[src/rtl/mem_pkg.sv]
// Shared types and constants for the MEM-stage load/store unit.
package mem_pkg;

  localparam int XLEN_DEF = 32;

  typedef enum logic [1:0] {
    IDLE = 2'd0,
    REQ  = 2'd1,
    RESP = 2'd2
  } mem_state_t;

  localparam logic [2:0] F3_B  = 3'b000;
  localparam logic [2:0] F3_H  = 3'b001;
  localparam logic [2:0] F3_W  = 3'b010;
  localparam logic [2:0] F3_BU = 3'b100;
  localparam logic [2:0] F3_HU = 3'b101;

  // Unsupported size encodings (including unsigned stores) count as misaligned.
  function automatic logic is_misaligned(input logic [2:0] funct3,
                                         input logic [1:0] offset,
                                         input logic       is_store);
    case (funct3)
      F3_B:    is_misaligned = 1'b0;
      F3_BU:   is_misaligned = is_store;
      F3_H:    is_misaligned = offset[0];
      F3_HU:   is_misaligned = is_store | offset[0];
      F3_W:    is_misaligned = |offset;
      default: is_misaligned = 1'b1;
    endcase
  endfunction

endpackage

[src/rtl/mem_access_unit_if.sv]
// Data-memory valid/ready port between the load/store unit and memory.
interface mem_access_unit_if #(parameter int XLEN = 32);
  logic            dmem_req_valid;
  logic            dmem_req_ready;
  logic [XLEN-1:0] dmem_addr;
  logic            dmem_we;
  logic [XLEN-1:0] dmem_wdata;
  logic [3:0]      dmem_wstrb;
  logic            dmem_rsp_valid;
  logic [XLEN-1:0] dmem_rdata;

  modport master (
    output dmem_req_valid, dmem_addr, dmem_we, dmem_wdata, dmem_wstrb,
    input  dmem_req_ready, dmem_rsp_valid, dmem_rdata
  );

  modport slave (
    input  dmem_req_valid, dmem_addr, dmem_we, dmem_wdata, dmem_wstrb,
    output dmem_req_ready, dmem_rsp_valid, dmem_rdata
  );
endinterface

[src/rtl/mem_access_unit_load_formatter.sv]
// Load data formatter: picks the byte/half lane by address offset and
// sign- or zero-extends it to XLEN.
module load_formatter
  import mem_pkg::*;
#(
  parameter int XLEN = XLEN_DEF
) (
  input  logic [XLEN-1:0] rdata,
  input  logic [2:0]      funct3,
  input  logic [1:0]      offset,
  output logic [XLEN-1:0] data
);

  logic [7:0]  lane_b;
  logic [15:0] lane_h;

  // Lane select followed by extension according to access type.
  always_comb begin
    lane_b = rdata[{offset, 3'b000} +: 8];
    lane_h = offset[1] ? rdata[31:16] : rdata[15:0];
    data   = rdata;
    case (funct3)
      F3_B:    data = {{(XLEN-8){lane_b[7]}}, lane_b};
      F3_BU:   data = {{(XLEN-8){1'b0}}, lane_b};
      F3_H:    data = {{(XLEN-16){lane_h[15]}}, lane_h};
      F3_HU:   data = {{(XLEN-16){1'b0}}, lane_h};
      default: data = rdata;
    endcase
  end

endmodule

[src/rtl/mem_access_unit.sv]
// MEM-stage load/store unit with MEM/WB register.
// Optional build macro DMEM_TIMEOUT_EN: aborts accesses that wait
// TIMEOUT_CYCLES cycles and pulses dmem_timeout_o.
module mem_access_unit
  import mem_pkg::*;
#(
  parameter int XLEN           = XLEN_DEF,
  parameter int TIMEOUT_CYCLES = 255
) (
  input  logic             clk,
  input  logic             reset,
  input  logic [XLEN-1:0]  ALUResultM,
  input  logic [XLEN-1:0]  WriteDataM,
  input  logic [4:0]       RdM,
  input  logic [XLEN-1:0]  PCPlus4M,
  input  logic             valid_in,
  input  logic             MemReadM,
  input  logic             MemWriteM,
  input  logic [2:0]       Funct3M,
  mem_access_unit_if.master dmem,
  output logic             StallM,
  output logic             misalign_o,
  output logic [XLEN-1:0]  ReadDataW,
  output logic [XLEN-1:0]  ALUResultW,
  output logic [XLEN-1:0]  PCPlus4W,
  output logic [4:0]       RdW,
  output logic             valid_out
`ifdef DMEM_TIMEOUT_EN
  ,
  output logic             dmem_timeout_o
`endif
);

  function automatic logic [3:0] store_strb(input logic [2:0] f3, input logic [1:0] off);
    case (f3[1:0])
      2'b00:   store_strb = 4'b0001 << off;
      2'b01:   store_strb = 4'b0011 << off;
      default: store_strb = 4'b1111;
    endcase
  endfunction

  function automatic logic [XLEN-1:0] store_data(input logic [2:0] f3, input logic [XLEN-1:0] wd);
    case (f3[1:0])
      2'b00:   store_data = {4{wd[7:0]}};
      2'b01:   store_data = {2{wd[15:0]}};
      default: store_data = wd;
    endcase
  endfunction

  mem_state_t      state, state_nxt;
  logic [XLEN-1:0] addr_q, wdata_q;
  logic            we_q;
  logic [3:0]      wstrb_q;
  logic [2:0]      f3_q;
  logic [1:0]      off_q;
  logic            mem_op, bad_align, start, busy, done, misal, timeout;
  logic [XLEN-1:0] ld_data;

  assign mem_op    = valid_in & (MemReadM | MemWriteM);
  assign bad_align = is_misaligned(Funct3M, ALUResultM[1:0], MemWriteM);

  load_formatter #(.XLEN(XLEN)) u_fmt (
    .rdata  (dmem.dmem_rdata),
    .funct3 (f3_q),
    .offset (off_q),
    .data   (ld_data)
  );

`ifdef DMEM_TIMEOUT_EN
  localparam int TO_W = ($clog2(TIMEOUT_CYCLES + 1) < 8) ? 8 : $clog2(TIMEOUT_CYCLES + 1);
  logic [TO_W-1:0] to_cnt;

  // Wait-cycle counter, cleared whenever the FSM sits in IDLE.
  always_ff @(posedge clk or negedge reset) begin
    if (!reset)             to_cnt <= '0;
    else if (state == IDLE) to_cnt <= '0;
    else                    to_cnt <= to_cnt + 1'b1;
  end

  assign timeout = (state != IDLE) & ~done & (to_cnt == TO_W'(TIMEOUT_CYCLES - 1));

  // One-cycle abort indication.
  always_ff @(posedge clk or negedge reset) begin
    if (!reset) dmem_timeout_o <= 1'b0;
    else        dmem_timeout_o <= timeout;
  end
`else
  assign timeout = 1'b0;
`endif

  // FSM state register.
  always_ff @(posedge clk or negedge reset) begin
    if (!reset) state <= IDLE;
    else        state <= state_nxt;
  end

  // Next state, request drive and completion decode.
  always_comb begin
    state_nxt           = state;
    dmem.dmem_req_valid = 1'b0;
    dmem.dmem_addr      = addr_q;
    dmem.dmem_we        = we_q;
    dmem.dmem_wdata     = wdata_q;
    dmem.dmem_wstrb     = wstrb_q;
    start               = 1'b0;
    busy                = 1'b0;
    done                = 1'b0;
    misal               = 1'b0;
    case (state)
      IDLE: begin
        if (mem_op) begin
          if (bad_align) begin
            misal = 1'b1;
          end else begin
            busy                = 1'b1;
            start               = 1'b1;
            dmem.dmem_req_valid = 1'b1;
            dmem.dmem_addr      = {ALUResultM[XLEN-1:2], 2'b00};
            dmem.dmem_we        = MemWriteM;
            dmem.dmem_wdata     = store_data(Funct3M, WriteDataM);
            dmem.dmem_wstrb     = store_strb(Funct3M, ALUResultM[1:0]);
            if (dmem.dmem_req_ready) begin
              if (MemWriteM) done = 1'b1;
              else           state_nxt = RESP;
            end else begin
              state_nxt = REQ;
            end
          end
        end
      end
      REQ: begin
        busy                = 1'b1;
        dmem.dmem_req_valid = 1'b1;
        if (dmem.dmem_req_ready) begin
          if (we_q) begin
            done      = 1'b1;
            state_nxt = IDLE;
          end else begin
            state_nxt = RESP;
          end
        end
      end
      RESP: begin
        busy = 1'b1;
        if (dmem.dmem_rsp_valid) begin
          done      = 1'b1;
          state_nxt = IDLE;
        end
      end
      default: state_nxt = IDLE;
    endcase
    if (timeout) state_nxt = IDLE;
  end

  assign StallM = busy & ~done & ~timeout;

  // Capture request fields and load format on the first cycle of an access.
  always_ff @(posedge clk or negedge reset) begin
    if (!reset) begin
      addr_q  <= '0;
      wdata_q <= '0;
      we_q    <= 1'b0;
      wstrb_q <= '0;
      f3_q    <= '0;
      off_q   <= '0;
    end else if (start) begin
      addr_q  <= {ALUResultM[XLEN-1:2], 2'b00};
      wdata_q <= store_data(Funct3M, WriteDataM);
      we_q    <= MemWriteM;
      wstrb_q <= store_strb(Funct3M, ALUResultM[1:0]);
      f3_q    <= Funct3M;
      off_q   <= ALUResultM[1:0];
    end
  end

  // MEM/WB boundary: retire on non-stalled cycles, bubble while stalled.
  always_ff @(posedge clk or negedge reset) begin
    if (!reset) begin
      misalign_o <= 1'b0;
      valid_out  <= 1'b0;
      ReadDataW  <= '0;
      ALUResultW <= '0;
      PCPlus4W   <= '0;
      RdW        <= '0;
    end else begin
      misalign_o <= misal;
      if (!StallM) begin
        valid_out  <= valid_in & ~misal & ~timeout;
        ReadDataW  <= ld_data;
        ALUResultW <= ALUResultM;
        PCPlus4W   <= PCPlus4M;
        RdW        <= RdM;
      end else begin
        valid_out  <= 1'b0;
      end
    end
  end

endmodule

[src/flat_wrapper.sv]
// flat-port wrapper written by rule: the top's interface ports become plain ports
module mem_access_unit_flat import mem_pkg::*;
#(
  parameter int XLEN           = XLEN_DEF,
  parameter int TIMEOUT_CYCLES = 255
)
  (clk, reset, ALUResultM, WriteDataM, RdM, PCPlus4M, valid_in, MemReadM, MemWriteM, Funct3M, StallM, misalign_o, ReadDataW, ALUResultW, PCPlus4W, RdW, valid_out, dmem_dmem_req_valid, dmem_dmem_addr, dmem_dmem_we, dmem_dmem_wdata, dmem_dmem_wstrb, dmem_dmem_req_ready, dmem_dmem_rsp_valid, dmem_dmem_rdata);
  mem_access_unit_if #(.XLEN(XLEN)) dmem_i ();
  input  logic clk;
  input  logic reset;
  input  logic [XLEN-1:0] ALUResultM;
  input  logic [XLEN-1:0] WriteDataM;
  input  logic [4:0] RdM;
  input  logic [XLEN-1:0] PCPlus4M;
  input  logic valid_in;
  input  logic MemReadM;
  input  logic MemWriteM;
  input  logic [2:0] Funct3M;
  output logic StallM;
  output logic misalign_o;
  output logic [XLEN-1:0] ReadDataW;
  output logic [XLEN-1:0] ALUResultW;
  output logic [XLEN-1:0] PCPlus4W;
  output logic [4:0] RdW;
  output logic valid_out;
  output wire logic [$bits(dmem_i.dmem_req_valid)-1:0] dmem_dmem_req_valid;
  output wire logic [$bits(dmem_i.dmem_addr)-1:0] dmem_dmem_addr;
  output wire logic [$bits(dmem_i.dmem_we)-1:0] dmem_dmem_we;
  output wire logic [$bits(dmem_i.dmem_wdata)-1:0] dmem_dmem_wdata;
  output wire logic [$bits(dmem_i.dmem_wstrb)-1:0] dmem_dmem_wstrb;
  input wire logic [$bits(dmem_i.dmem_req_ready)-1:0] dmem_dmem_req_ready;
  input wire logic [$bits(dmem_i.dmem_rsp_valid)-1:0] dmem_dmem_rsp_valid;
  input wire logic [$bits(dmem_i.dmem_rdata)-1:0] dmem_dmem_rdata;
  assign dmem_dmem_req_valid = dmem_i.dmem_req_valid;
  assign dmem_dmem_addr = dmem_i.dmem_addr;
  assign dmem_dmem_we = dmem_i.dmem_we;
  assign dmem_dmem_wdata = dmem_i.dmem_wdata;
  assign dmem_dmem_wstrb = dmem_i.dmem_wstrb;
  assign dmem_i.dmem_req_ready = dmem_dmem_req_ready;
  assign dmem_i.dmem_rsp_valid = dmem_dmem_rsp_valid;
  assign dmem_i.dmem_rdata = dmem_dmem_rdata;
  mem_access_unit #(.XLEN(XLEN), .TIMEOUT_CYCLES(TIMEOUT_CYCLES)) u_core (.clk(clk), .reset(reset), .ALUResultM(ALUResultM), .WriteDataM(WriteDataM), .RdM(RdM), .PCPlus4M(PCPlus4M), .valid_in(valid_in), .MemReadM(MemReadM), .MemWriteM(MemWriteM), .Funct3M(Funct3M), .dmem(dmem_i), .StallM(StallM), .misalign_o(misalign_o), .ReadDataW(ReadDataW), .ALUResultW(ALUResultW), .PCPlus4W(PCPlus4W), .RdW(RdW), .valid_out(valid_out));
endmodule
[config.mk]
export PLATFORM = sky130hd
export DESIGN_NAME = mem_access_unit_flat
export DESIGN_NICKNAME = d
export VERILOG_FILES = /design/src/rtl/mem_pkg.sv /design/src/rtl/mem_access_unit_if.sv /design/src/rtl/mem_access_unit_load_formatter.sv /design/src/rtl/mem_access_unit.sv /design/src/flat_wrapper.sv
export SDC_FILE = /design/constraint.sdc
export NUM_CORES = 1
export LEC_CHECK = 0
export BUFFER_PORTS_ARGS = -buffer_cell sky130_fd_sc_hd__buf_4
export CORE_ASPECT_RATIO = 1.4
export CORE_MARGIN = 2
export CORE_UTILIZATION = 55
export CTS_BUF_LIST = sky130_fd_sc_hd__clkbuf_2 sky130_fd_sc_hd__clkbuf_4 sky130_fd_sc_hd__clkbuf_8
export CTS_CLUSTER_DIAMETER = 30
export DETAILED_ROUTE_END_ITERATION = 10
export PLACE_DENSITY_LB_ADDON = 0.3
export SLEW_MARGIN = 30
export SYNTH_ARGS = -nofsm -noshare
export SYNTH_HDL_FRONTEND = slang
export SYNTH_HIERARCHICAL = 1
export SYNTH_SLANG_ARGS = --single-unit
export TNS_END_PERCENT = 5
[constraint.sdc]
create_clock -name clk -period 5.2 [get_ports clk]
set_clock_uncertainty 0.1 [all_clocks]
set_input_delay 1.04 -clock clk [delete_from_list [all_inputs] [get_ports clk]]
set_output_delay 1.04 -clock clk [all_outputs]
set_load 0.1 [all_outputs]
==> results.cfg <==
[run_status]
run_status = completed

[yosys]
post-synth-top-area-cell = sky130_fd_sc_hd__dfrtp_1
synth_top_flop_cell = sky130_fd_sc_hd__dfrtp_1
yosys_warnings = 6
synthArstFlopShare_pct = 100.0
register_bit_count_reported_by_yosys = 177
synth_top_cell_area_share_pct = 52.05
top_cells_by_area_in_the_synthesized_netlist = sky130_fd_sc_hd__dfrtp_1 (52%), sky130_fd_sc_hd__mux2_4 (11%), sky130_fd_sc_hd__nand2_1 (8.4%)
synth.yosys.seq_area_share_pct = 52.05
synth.cell_area_um2 = 8509
synthCells = 744
avgSynthCellArea_um2 = 11.44
number_of_distinct_library_cells_after_synthesis = 50
synth_edf_count = 0

[final_layout]
antenna_cells_inserted = 0
layout.cells.most_common_list = sky130_fd_sc_hd__buf_4 (315), sky130_fd_sc_hd__nand2_1 (190), sky130_fd_sc_hd__dfrtp_1 (177)
non_filler_cell_area_final_um2 = 11360
share_of_post_route_cells_with_drive_strength_above_1_pct = 45.47
layout_commonest_cell = sky130_fd_sc_hd__buf_4
fill_cells = 1060
seq_area_um2 = 4429
multi_input_area_um2 = 3792
area_delta_synth_final_pct = 33.52
fin_nets = 1183

[sta]
final_min_period_over_clock_period_pct = 81.56
setup_repair_after_global_routing_missed_its_margin = false
fin_hold_ws_ps = 375.6
slew_violations = 0
relSlewSlack_pct = 34.98
min_period_ps = 4241
report.final.hold_viol_count = 0
max_slew.worst_pin.slew_ps = 969.4
fmax_mhz = 235.8
summed_negative_setup_slack_over_all_endpoints_ps = 0
setup_violations = 0

[global_routing]
grt_max_degree = 122
globalRouteOverflowTotal = 0
grt_antenna_before_repair = 0
vias_in_the_first_global_route = 6683
grt_pass1_wl_um = 34140
groute.usage.overall_pct = 26.90

[setup_path]
cp_cell_sequence = buf_4, or4_4, a21oi_4, buf_12, o2111ai_4, inv_1, buf_4
max_stage_delay_ps = 600
critPathRequiredTime_ps = 4060
cp.arrival_ps = 3100
timing.critical_path.slowest_stage_cell = sky130_fd_sc_hd__or4_4
crit_path_frequent_cell = sky130_fd_sc_hd__buf_4
start_kind = primary input
worstSetupPathType = in -> out
cp-end-kind = output pin
critical_path_peak_fanout = 31

[min_path]
worst_min_delay_path_class = reg -> reg

[route]
wirelength_per_cell_um = 17.82
wirelength_um = 22120
drt_first_iter_violations = 352
detailroute.via_count = 6729
avgViaCountPerCell = 5.422
drt_first_pass_iters = 5
detail-route-antenna-nets = 0
post-route-drc-count = 0

[clock_tree]
cts-root-buf = sky130_fd_sc_hd__clkbuf_8
cts_sinks = 177
htreeDepth = 4
ctsLongestPathBuffers = 2
cts_made_buffers = 17
clk_pin_slew_worst_paths_ps = 90
cts_hold_buf = 0
skew_pair_late_insertion_delay_ps = 450
post_cts.repair.setup_buffers = 0
cts_repair_resized_insts = 0
tritoncts = done

[job]
drv_cap = 0

[floorplanning]
design.portCount = 317
standard_cell_core_area_um2 = 15050
die-area_um2 = 16500
initial_utilization_pct = 56.53
die_h_um = 151.2
floorplan.die.width_um = 109.1
std_cell_rows = 53

[placement]
portBuffers = 314
hpwl_um = 15930
final_replace_weighted_congestion = 0.8935
dpl-instance-area_um2 = 10920
==> worst paths after layout <==
check | slack, ps | cells past startpoint | end | startpoint
setup / recovery | 960 | 7 | StallM | Funct3M[0]
hold / removal | 380 | 2 | u_core/addr_q[29]$_DFFE_PN0P_ | u_core/addr_q[29]$_DFFE_PN0P_
setup reg to reg | 2260 | 8 | u_core/ReadDataW[8]$_DFFE_PN0N_ | u_core/state[0]$_DFFE_PN0P_
hold reg to reg | 380 | 2 | u_core/addr_q[29]$_DFFE_PN0P_ | u_core/addr_q[29]$_DFFE_PN0P_
max in group asynchronous | 3480 | 2 | u_core/addr_q[27]$_DFFE_PN0P_ | reset
min in group asynchronous | 540 | 1 | u_core/ALUResultW[9]$_DFFE_PN0N_ | reset
==> flip-flops by register name (all words and copies together) (netlist names), 3 cells and up <==
register           flops
u_core/addr_q         30
u_core/PCPlus4W       32
u_core/f3_q            3
u_core/ALUResultW     32
u_core/RdW             5
u_core/wstrb_q         4
u_core/ReadDataW      32
u_core/wdata_q        32
==> routing by layer <==
layer	global-route usage [%]	part of all wire (%)
met1	31.38	37
met2	46.30	51
met3	7.745	8.3
met4	10.64	3.4
met5	0	0
==> area by class of cell <==
class,count,area share (%)
clock buffers,20,2.313
clock inverters,12,1.377
inverters,9,0.2973
multi-input cells,512,33.38
flip-flops and latches,177,38.98
well taps,192,2.114
repair buffers,319,21.54
==> cells by family after synthesis <==
family	count (synthesis)	synth area share [%]
flops	177	52.05
compound gates	132	11.47
fa+ha+maj	4	0.5882
simple gates	234	11.34
mux	140	20.78
other cells	1	0.04407
buf+inv	56	3.735
==> stage by stage <==
| stage | setup slack (ps) | util [%] | instances |
|---|---|---|---|
| after global placement | 971.9 | 72.49 | 1208 |
| after detailed placement | 904.9 | 72.51 | 1208 |
| final | 959.1 | 75.48 | 1241 |
| after floorplan | -407.8 | - | 745 |
| after CTS | 891.2 | 75.30 | 1240 |
| after global routing | 837.3 | 75.48 | 1241 |
==> cell usage after synthesis (2+ instances only) <==
cell type and n:
sky130_fd_sc_hd__mux2_2 41, sky130_fd_sc_hd__buf_4 5, sky130_fd_sc_hd__ha_1 4, sky130_fd_sc_hd__o21a_1 3
sky130_fd_sc_hd__a2bb2oi_2 14, sky130_fd_sc_hd__nor2_1 18, sky130_fd_sc_hd__buf_2 5, sky130_fd_sc_hd__and3_1 2
sky130_fd_sc_hd__o21ai_0 55, sky130_fd_sc_hd__a2bb2oi_1 6, sky130_fd_sc_hd__mux2_4 61, sky130_fd_sc_hd__clkbuf_1 22
sky130_fd_sc_hd__nor3_1 2, sky130_fd_sc_hd__a21o_1 3, sky130_fd_sc_hd__nand2_1 190, sky130_fd_sc_hd__mux2i_1 30
sky130_fd_sc_hd__mux2_1 8, sky130_fd_sc_hd__inv_1 8, sky130_fd_sc_hd__buf_6 11, sky130_fd_sc_hd__a21oi_1 18
sky130_fd_sc_hd__o211ai_1 2, sky130_fd_sc_hd__a22o_1 2, sky130_fd_sc_hd__a211oi_1 2, sky130_fd_sc_hd__a221o_1 8
sky130_fd_sc_hd__nor2b_1 10, sky130_fd_sc_hd__nand3_1 2, sky130_fd_sc_hd__dfrtp_1 177, sky130_fd_sc_hd__a31oi_1 6
sky130_fd_sc_hd__o221ai_1 5, sky130_fd_sc_hd__buf_1 4
==> worst max-delay path: cells and delay by family <==
kind,cells,cell delay [ps]
buffers and inverters,4,820
AND/OR/NAND/NOR,1,600
AO/OA/AOI/OAI,2,630
Power is not shown: default switching activity piles up to over one toggle a cycle in this logic, so the estimate is an artifact.
